$ cat config.mk
export PLATFORM = sky130hd
export DESIGN_NAME = byte_queue
export DESIGN_NICKNAME = d
export VERILOG_FILES = /design/src/rtl/byte_queue.sv
export SDC_FILE = /design/constraint.sdc
export NUM_CORES = 1
export LEC_CHECK = 0
export ABC_CLOCK_PERIOD_IN_PS = 7600
export CAP_MARGIN = 20
export CORE_MARGIN = 8
export CORE_UTILIZATION = 57
export CTS_BUF_LIST = sky130_fd_sc_hd__clkbuf_8
export CTS_CLUSTER_DIAMETER = 120
export DETAILED_ROUTE_END_ITERATION = 6
export GPL_ROUTABILITY_DRIVEN = 1
export MAX_ROUTING_LAYER = met4
export PLACE_DENSITY = 0.69
export SLEW_MARGIN = 20
export SYNTH_ARGS = -nofsm -noshare
export SYNTH_HDL_FRONTEND = slang
export SYNTH_SLANG_ARGS = --single-unit
$ cat constraint.sdc
create_clock -name clk48mhz -period 7.6 [get_ports clk48mhz]
set_input_delay 1.14 -clock clk48mhz [delete_from_list [all_inputs] [get_ports clk48mhz]]
set_output_delay 1.14 -clock clk48mhz [all_outputs]
set_load 0.05 [all_outputs]
$ cat src/rtl/byte_queue.sv
// byte_queue: single-clock byte FIFO between the USB transaction engine and
// the application. Push/pop strobes are edge-detected so a held strobe moves
// exactly one byte. data_out is registered and holds the last popped byte.
module byte_queue #(
  parameter int WIDTH = 8,
  parameter int DEPTH = 64
) (
  input  logic                       clk48mhz,
  input  logic                       rst,
  input  logic [WIDTH-1:0]           data_in,
  input  logic                       w_clk,
  input  logic                       r_clk,
  output logic [WIDTH-1:0]           data_out,
  output logic                       empty,
  output logic                       full,
  output logic [$clog2(DEPTH):0]     level
);

  localparam int AW = $clog2(DEPTH);
  localparam int LW = AW + 1;

  // Storage array: no reset so it maps onto distributed or block RAM.
  logic [WIDTH-1:0] mem [DEPTH];

  logic             w_q, w_d;
  logic             r_q, r_d;
  logic [AW-1:0]    wr_ptr_q, wr_ptr_d;
  logic [AW-1:0]    rd_ptr_q, rd_ptr_d;
  logic [LW-1:0]    level_q, level_d;
  logic [WIDTH-1:0] data_out_q, data_out_d;

  logic push_req, pop_req;
  logic push_ok, pop_ok;

  // Flags come straight from the registered count: no strobe-to-flag path.
  assign empty    = (level_q == '0);
  assign full     = (level_q == LW'(DEPTH));
  assign level    = level_q;
  assign data_out = data_out_q;

  // Edge detect and acceptance; both judged against pre-edge flags, and
  // reset blocks the memory write so it wins over a concurrent push.
  always_comb begin
    push_req = w_clk & ~w_q;
    pop_req  = r_clk & ~r_q;
    push_ok  = push_req & ~full  & ~rst;
    pop_ok   = pop_req  & ~empty & ~rst;
  end

  // Next-state for pointers, count, output byte and strobe history.
  always_comb begin
    w_d        = w_clk;
    r_d        = r_clk;
    wr_ptr_d   = wr_ptr_q;
    rd_ptr_d   = rd_ptr_q;
    level_d    = level_q;
    data_out_d = data_out_q;
    if (push_ok) wr_ptr_d = wr_ptr_q + AW'(1);
    if (pop_ok) begin
      rd_ptr_d   = rd_ptr_q + AW'(1);
      data_out_d = mem[rd_ptr_q];
    end
    case ({push_ok, pop_ok})
      2'b10:   level_d = level_q + LW'(1);
      2'b01:   level_d = level_q - LW'(1);
      default: level_d = level_q;
    endcase
  end

  // State registers with synchronous active-high reset.
  always_ff @(posedge clk48mhz) begin
    if (rst) begin
      w_q        <= 1'b0;
      r_q        <= 1'b0;
      wr_ptr_q   <= '0;
      rd_ptr_q   <= '0;
      level_q    <= '0;
      data_out_q <= '0;
    end else begin
      w_q        <= w_d;
      r_q        <= r_d;
      wr_ptr_q   <= wr_ptr_d;
      rd_ptr_q   <= rd_ptr_d;
      level_q    <= level_d;
      data_out_q <= data_out_d;
    end
  end

  // Single synchronous write port.
  always_ff @(posedge clk48mhz) begin
    if (push_ok) mem[wr_ptr_q] <= data_in;
  end

endmodule

# After elaboration in Yosys (flattened, before gate mapping)
# Memory sizes are Yosys's and may differ from the RTL's. A register that Yosys moved wholly into a read port is not among the register bits.
# Cells that the tools add are included.
[word_totals] register_bits=21 latchBits=0 ram_bits=512 mem_bits_ro=0 in_bits=12 out_inout_bits=17 n_memories=1
[memory_table] name="mem" words=64 width=8 rd=1 rd_clocked_by_memory_dff=1 wr=1 line="23" rtl="logic [WIDTH-1:0] mem [DEPTH];"
[classes] add_sub_neg=4 multipliers=0 div_mod_pow=0 magnitude_cmp=0 n_eq_ne=3 shifts=0 mux=3 bitwise=11 n_reduce_logical=2
[op_table] cell="$pmux W7 S2" count=1
[op_table] cell="$add A6 B1 Y6 const B" count=2
[op_table] cell="$add A7 B1 Y7 const B" count=1
[op_table] cell="$eq A7 B7 Y1 const B" count=1
[op_table] cell="$logic_not A7 Y1" count=1
[op_table] cell="$sub A7 B1 Y7 const B" count=1
[op_table] cell="$and A1 B1 Y1" count=6
[op_table] cell="$not A1 Y1" count=5
[op_table] cell="$eq A2 B1 Y1 const B" count=1
[op_table] cell="$eq A2 B2 Y1 const B" count=1
[op_table] cell="$mux W1" count=2
[op_table] cell="$reduce_bool A2 Y1" count=1

# Logic depth before layout (Yosys ltp)
# Gate-level depths: netlist of run 1.
[depth] word_depth=6 depth_mapped=13 ltp_nobuf=12

# Worst setup path before layout of run 1
# OpenSTA, ideal clock, no wires.
[synth_timing] path_kind="input to register" start="input rst" end="register level_q[6], in the netlist level[6]" setup_time_ns=0.121 t_arrival_ns=3.821 required_time_ns=7.479 slack_ns=3.659 stages=12 n_path_buf=1 cell_sequence="buf_6 -> or3b_4 -> a31oi_4 -> inv_1 -> ha_1 -> ha_1 -> nor2b_1 -> o21ai_0 -> a21boi_0 -> or4_1 -> nand3_1 -> mux2_2"
[synth_via] elab_chain_len=4 elab_cells_between_ends=7
[synth_lines] item="start: declaration" line="9" rtl="input logic rst,"
[synth_lines] item="$not A1 Y1" line="46, 47"
[synth_lines] item="$and A1 B1 Y1, on equally long branches" line="47, 46"
[synth_lines] item="$eq A2 B1 Y1 / $eq A2 B2 Y1 (equally long branches)" line="63" rtl="case ({push_ok, pop_ok})"
[synth_lines] item="$pmux W7 S2 / $reduce_bool A2 Y1 (equally long branches)"
[synth_lines] item="end signal: assignment" line="84" rtl="level_q <= level_d;"
[synth_lines] item="end: declaration" line="29" rtl="logic [LW-1:0] level_q, level_d;"
# Several ways; a longest one is shown, not always the timed one.
# A chain may end at the register's enable or synchronous reset.

# Worst setup path after layout of run 1
# Same ends and word-level chain as after synthesis.

==> impl_metrics.csv, run 1 <==
group,metric,value,unit
sta,finalWorstSetupSlack,3.47,ns
cells_and_area,final_util,0.630,
logic_synthesis,ys_ff_latch,541,
pwr,switching_share,0.214,
placement,dp_slack,2.85,ns
logic_synthesis,synth_edf_count,512,
sta,maxSlewViolCount,0,
routing,drt_wl_total,45.6,mm
clocking,cts_buffers,83,
clocking,hold_buffers,0,
floorplanning,die_y,210,um
pwr,power_density,246,nW/um^2
clocking,clock_latency,0.63,ns
floorplanning,die_area,43900,um^2
sta,worst_slew_pin_slew,0.949,ns
sta,rsz0062_at_grt,"no",
logic_synthesis,yosys_most_used_dff,"edfxtp_1",
grt,use_met2,0.330,
status,status,"finished, final reports clean",
clocking,cts_tree,"done",
sta,fmax,242,MHz
cells_and_area,final_net_count,1190,
placement,port_buffers,28,
clocking,clockBufferDepth,3,
sta,finalClockSkew,0.0340,ns
logic_synthesis,ys_warn_count,0,
sta,timing.final.crit_share,0.544,
setup_path,crit_top_cell,"ha_1",
pwr,p_leak,7.27,nW
floorplanning,core_area,37300,um^2
setup_path,crit_chain,"clkdlybuf4s50_1 > buf_4 > or3b_4 > a31oi_4 > inv_1 > ha_1 > ha_1 > nor2b_1 > o21ai_0 > a21boi_0 > or4_1 > nand3_1 > mux2_2",
pwr,switchingPower,1.24,mW
routing,vias,10500,
logic_synthesis,netlist_area,21300,um^2
cells_and_area,nFillCells,2580,
grt,grt_pass1_vias,10600,
pwr,clockPowerShare,0.387,
routing,drc,0,
placement,routabilityCongestion,0.884,
pwr,p_comb_frac,0.043,
placement,hpwl,26.6,mm
clocking,cts_resized,0,
sta,report.final.setup_viol,0,
sta,tns,0,ns
logic_synthesis,synth_cell_types,54,
sta,hold_violations,0,
clocking,postCtsSetupBuffers,0,
setup_path,max_stage_delay,0.49,ns
floorplanning,ioPinCount,29,
floorplanning,rows,71,
logic_synthesis,ys_async_sr_fraction,0,
grt,grt_max_degree,65,
setup_path,crit_arrival,4.62,ns
pwr,internal_power,4.53,mW
routing,ant_nets,0,
routing,drt_iter0_drc,1159,
cells_and_area,antenna_cells,0,
setup_path,crit_path_max_fanout,26,
clocking,cts_max_level,3,
grt,met1_usage,0.283,
pwr,pwr-share-seq,0.570,
logic_synthesis,synthCells,1102,
floorplanning,initial_core_util,0.572,
setup_path,cp_slowest_cell,"or4_1",
grt,overflow,0,
logic_synthesis,synthesis.nets,1123,
routing,avgViaCountPerCell,6.16,
grt,grt_pass1_wl,67.5,mm
grt,antenna_found_initial,0,
setup_path,cp-start-kind,"input pin",
cells_and_area,drive_above_1_share,0.192,
flow_run,cap_violations,0,
clocking,clk_pin_slew,0.05,ns
cells_and_area,final_cell_mix,"edfxtp_1, mux4_2, nor2_1",
setup_path,path_class,"in -> reg",
grt,gr-usage-all-layers,0.215,
floorplanning,die_w,210,um
cells_and_area,final_common_cell,"edfxtp_1",
routing,dr.pass1.iters,6,
routing,wire_per_inst,26.7,um
clocking,cts_root_buf,"clkbuf_8",
cells_and_area,area.growth.synth_to_final,10.1,%
logic_synthesis,syn_avg_cell_area,19.4,um^2
setup_path,worstPathRequired,8.09,ns
clocking,clock_sinks,541,
logic_synthesis,synth_seq_area_share,0.748,
sta,min_period,4.13,ns
sta,relSlewSlack,0.367,
min_path,holdCritPathClass,"reg -> reg",
setup_path,end_kind,"flip-flop",
grt,gr-max-usage-layer,"met2",
grt,met3_usage,0.0486,
pwr,ir_worst_vdd,172,uV
through the flow:
step	instances	hold WS [ns]	total power [mW]	cell area, um^2
final	1708	0.539	5.77	23500
after global routing	1708	0.583	5.94	23500
after CTS	1708	0.547	5.81	23500
after detailed placement	1558	0.530	3.60	22000
after global placement	1558	0.525	3.59	21900
after floorplan	1102	0.493	3.50	21300
critical path: cells and delay by family:
| kind | cells | cell delay [ns] |
|---|---|---|
| AOI/OAI and AO/OA | 3 | 0.61 |
| and+or+nand+nor | 4 | 1.16 |
| muxes | 1 | 0.32 |
| adders and majority gates | 2 | 0.67 |
| buffers and inverters | 3 | 0.72 |
cell families after synthesis:
family,count (synthesis),synth area share
muxes,187,0.149
xor gates and xnor gates,11,0.00451
AOI/OAI and AO/OA,109,0.0365
DFF,541,0.748
adders and majority gates,9,0.00563
buffers and inverters,72,0.0191
and+or+nand+nor,173,0.0378
power groups by stage:
stage | Sequential (mW) | Clock, mW | Combinational [mW]
floorplan | 3.36 | 0 | 0.148
global placement | 3.35 | 0 | 0.243
detailed placement | 3.35 | 0 | 0.247
CTS | 3.29 | 2.27 | 0.248
global route | 3.29 | 2.39 | 0.262
finish | 3.29 | 2.23 | 0.245
synthesized netlist by cell type, drive strengths merged (3+ instances only):
cell | n | share of area
edfxtp | 512 | 0.72
mux4 | 102 | 0.11
nor2 | 93 | 0.016
mux2i | 81 | 0.038
buf | 41 | 0.014
dfxtp | 29 | 0.027
nand2 | 28 | 0.0049
a22oi | 23 | 0.0081
clkbuf | 23 | 0.0040
a21oi | 16 | 0.0038
o22ai | 16 | 0.0047
a211oi | 14 | 0.0049
nand3 | 13 | 0.0036
nor2b | 11 | 0.0032
o21ai | 9 | 0.0021
ha | 8 | 0.0047
inv | 8 | 0.0014
o221ai | 8 | 0.0033
xor2 | 8 | 0.0033
a32oi | 6 | 0.0025
mux2 | 4 | 0.0021
nand3b | 4 | 0.0014
a21o | 3 | 0.0011
and2 | 3 | 0.00088
and3 | 3 | 0.00088
nand4 | 3 | 0.00088
or3b | 3 | 0.0013
xnor2 | 3 | 0.0012
path summary, 6_finish.rpt:
kind / startpoint / end / slack, ns / depth (start not counted)
min: level[5] / level[5] / 0.54 / 2
min reg2reg: level[5] / level[5] / 0.54 / 2
max reg2reg: level[1] / level[6] / 3.99 / 11
max: rst / level[6] / 3.47 / 13
layout make-up:
type	count	area (um^2)	share of cell area
clock buffer	88	1210	0.0516
clock inverter	62	329	0.0140
inverter	8	30.0	0.00128
multi-input combinational	489	4980	0.212
sequential	541	16000	0.680
tap	474	593	0.0252
timing repair buffer	46	378	0.0161
state kept, by name, summed over array words and instances, names as in the netlist:
register / flops
rd_ptr_q: 6
data_out: 8
w_q: 1
mem: 512
wr_ptr_q: 6
r_q: 1
level: 7
layer usage:
layer  share of wire  vias to the layer above  wire, um
li1                -                     4632         -
met1            0.41                     5346     18800
met2            0.48                      453     21900
met3           0.077                       96      3520
met4           0.031                        0      1420
met5               0                        -         0
Note: power is estimated with default switching activity, not from simulation.
==> inputs of run 2 (changes only) <==
--- a/config.mk
+++ b/config.mk
@@ -5,7 +5,7 @@
 export SDC_FILE = /design/constraint.sdc
 export NUM_CORES = 1
 export LEC_CHECK = 0
-export ABC_CLOCK_PERIOD_IN_PS = 7600
+export ABC_CLOCK_PERIOD_IN_PS = 3700
 export CAP_MARGIN = 20
 export CORE_MARGIN = 8
 export CORE_UTILIZATION = 57
@@ -14,7 +14,7 @@
 export DETAILED_ROUTE_END_ITERATION = 6
 export GPL_ROUTABILITY_DRIVEN = 1
 export MAX_ROUTING_LAYER = met4
-export PLACE_DENSITY = 0.69
+export PLACE_DENSITY = 0.72
 export SLEW_MARGIN = 20
 export SYNTH_ARGS = -nofsm -noshare
 export SYNTH_HDL_FRONTEND = slang
==> constraint.sdc (replaced) <==
create_clock -name clk48mhz -period 3.7 [get_ports clk48mhz]
set_input_delay 0.555 -clock clk48mhz [delete_from_list [all_inputs] [get_ports clk48mhz]]
set_output_delay 0.555 -clock clk48mhz [all_outputs]
set_load 0.05 [all_outputs]
==> impl_metrics.csv, run 2 (synthesized netlist as in run 1, its figures left out) <==
group,metric,value,unit
setup_path,crit_chain,"nor4_4 > nand2_1 > o211a_1 > ha_1 > ha_1 > nor2b_1 > o21ai_0 > a21boi_0 > or4_1 > nand3_1 > mux2_2",
pwr,p_leak,7.61,nW
status,status,"finished, final reports clean",
setup_path,worstReg2RegEnd,"level[6]",
sta,finalClockSkew,0.0218,ns
setup_path,path_buf_inv,0,
grt,gr-usage-all-layers,0.212,
placement,hpwl,27.1,mm
placement,routabilityCongestion,0.890,
sta,report.final.setup_viol,0,
routing,drt_iter0_drc,1010,
setup_path,end_kind,"flip-flop",
floorplanning,initial_core_util,0.572,
pwr,ir_worst_vdd,368,uV
setup_path,crit_start,"level[1]",
placement,port_buffers,28,
grt,grt_pass1_vias,11000,
clocking,clock_sinks,541,
cells_and_area,nFillCells,2536,
clocking,cts_root_buf,"clkbuf_8",
routing,avgViaCountPerCell,6.13,
clocking,clock_latency,0.61,ns
setup_path,crit_arrival,3.76,ns
clocking,cts_tree,"done",
routing,drc,0,
routing,ant_nets,0,
floorplanning,die_y,210,um
sta,maxSlewViolCount,0,
sta,min_period,3.26,ns
placement,dp_slack,-0.0541,ns
pwr,power_density,481,nW/um^2
floorplanning,core_area,37300,um^2
floorplanning,die_area,43900,um^2
setup_path,crit_path_max_fanout,5,
setup_path,max_stage_delay,0.48,ns
setup_path,r2r_slack,0.44,ns
sta,timing.hold.ws,0.502,ns
clocking,hold_buffers,0,
sta,finalWorstSetupSlack,0.438,ns
grt,grt_max_degree,65,
cells_and_area,largest_reg_flops,512,
setup_path,cp-start-kind,"flip-flop",
sta,hold_violations,0,
cells_and_area,largest_register,"mem",
cells_and_area,drive_above_1_share,0.236,
grt,overflow,0,
setup_path,r2r_start,"level[1]",
setup_path,cp_num_cells,11,
cells_and_area,antenna_cells,0,
cells_and_area,final_cell_mix,"edfxtp_1, mux4_2, nor2_1",
flow_run,cap_violations,0,
floorplanning,die_w,210,um
cells_and_area,multiInputGateArea,4980,um^2
setup_path,cp-endpoint,"level[6]",
routing,vias,10900,
clocking,clockBufferDepth,3,
setup_path,crit_top_cell,"ha_1",
sta,fmax,307,MHz
grt,grt_pass1_wl,67.4,mm
sta,relSlewSlack,0.438,
clocking,cts_max_level,3,
routing,drt_wl_total,44.8,mm
setup_path,path_class,"reg -> reg",
floorplanning,ioPinCount,29,
clocking,postCtsSetupBuffers,0,
cells_and_area,seqCellArea,16000,um^2
cells_and_area,final_net_count,1260,
floorplanning,rows,71,
setup_path,worstPathRequired,4.19,ns
sta,worst_slew_pin_slew,0.844,ns
sta,timing.final.crit_share,0.882,
cells_and_area,area.growth.synth_to_final,12.4,%
routing,dr.pass1.iters,6,
clocking,cts_buffers,81,
cells_and_area,final_common_cell,"edfxtp_1",
clocking,cts_resized,0,
sta,rsz0062_at_grt,"no",
setup_path,cp_slowest_cell,"or4_1",
grt,antenna_found_initial,0,
setup_path,ff2ff_path_depth,11,
routing,wire_per_inst,25.2,um
clocking,clk_pin_slew,0.06,ns
min_path,holdCritPathClass,"in -> reg",
setup_path,critPathTopFamily,"simple AND/OR/NAND/NOR gates",
run 2: changes by cell type in the layout (fill, tap and decap cells not counted):
cell,change
clkinv_2,+1
clkbuf_8,-4
inv_1,-4
bufinv_16,-3
buf_4,+72
clkinv_1,+3
clkinvlp_4,+1
inv_6,+3
buf_12,+5
buf_2,-5
run 2: worst register-to-register path, cell delays in order (launching register included):
cell,delay [ns]
dfxtp_1,0.37
nor4_4,0.42
nand2_1,0.15
o211a_1,0.25
ha_1,0.22
ha_1,0.29
nor2b_1,0.14
o21ai_0,0.21
a21boi_0,0.16
or4_1,0.48
nand3_1,0.12
mux2_2,0.34
run 2: layer usage:
layer / vias to the layer above / track usage / share of wire
met4: 0 / 0.0778 / 0.027
met2: 458 / 0.312 / 0.47
met1: 5580 / 0.299 / 0.43
met3: 79 / 0.0357 / 0.075
li1: 4777 / - / -
met5: - / - / 0
run 2: through the flow:
step / instance area [um^2] / utilization / setup TNS [ns] / instances / power (mW)
after floorplan: 21300 / - / 0 / 1102 / 7.20
after global placement: 22600 / 0.604 / 0 / 1630 / 7.38
after detailed placement: 22600 / 0.604 / -0.0541 / 1630 / 7.39
after CTS: 24000 / 0.643 / 0 / 1777 / 11.7
after global routing: 24000 / 0.643 / 0 / 1777 / 11.9
final: 24000 / 0.643 / 0 / 1777 / 11.5
run 2: how the worst min path moves through the flow:
stage,endpoint,from,depth (start not counted)
2_1_floorplan,wr_ptr_q[2],wr_ptr_q[2],2
3_3_place_gp,wr_ptr_q[2],wr_ptr_q[2],2
3_5_place_dp,level[5],level[5],2
4_1_cts,mem[7][1],data_in[1],1
5_1_grt,mem[16][1],data_in[1],1
6_report,mem[5][1],data_in[1],1
run 2: final cells by class:
class,instances,share of cell area
clock buffers,84,0.0482
well taps,474,0.0247
flip-flops and latches,541,0.665
inverters,8,0.00125
multi-input cells,489,0.208
repair buffers,118,0.0414
clock inverters,63,0.0114
run 2: report_power, final:
group	leakage [nW]	internal (mW)	switching, mW
clock	0.834	2.12	2.17
sequential	4.84	6.71	0.0304
combinational	1.93	0.203	0.315
total	7.61	9.03	2.52
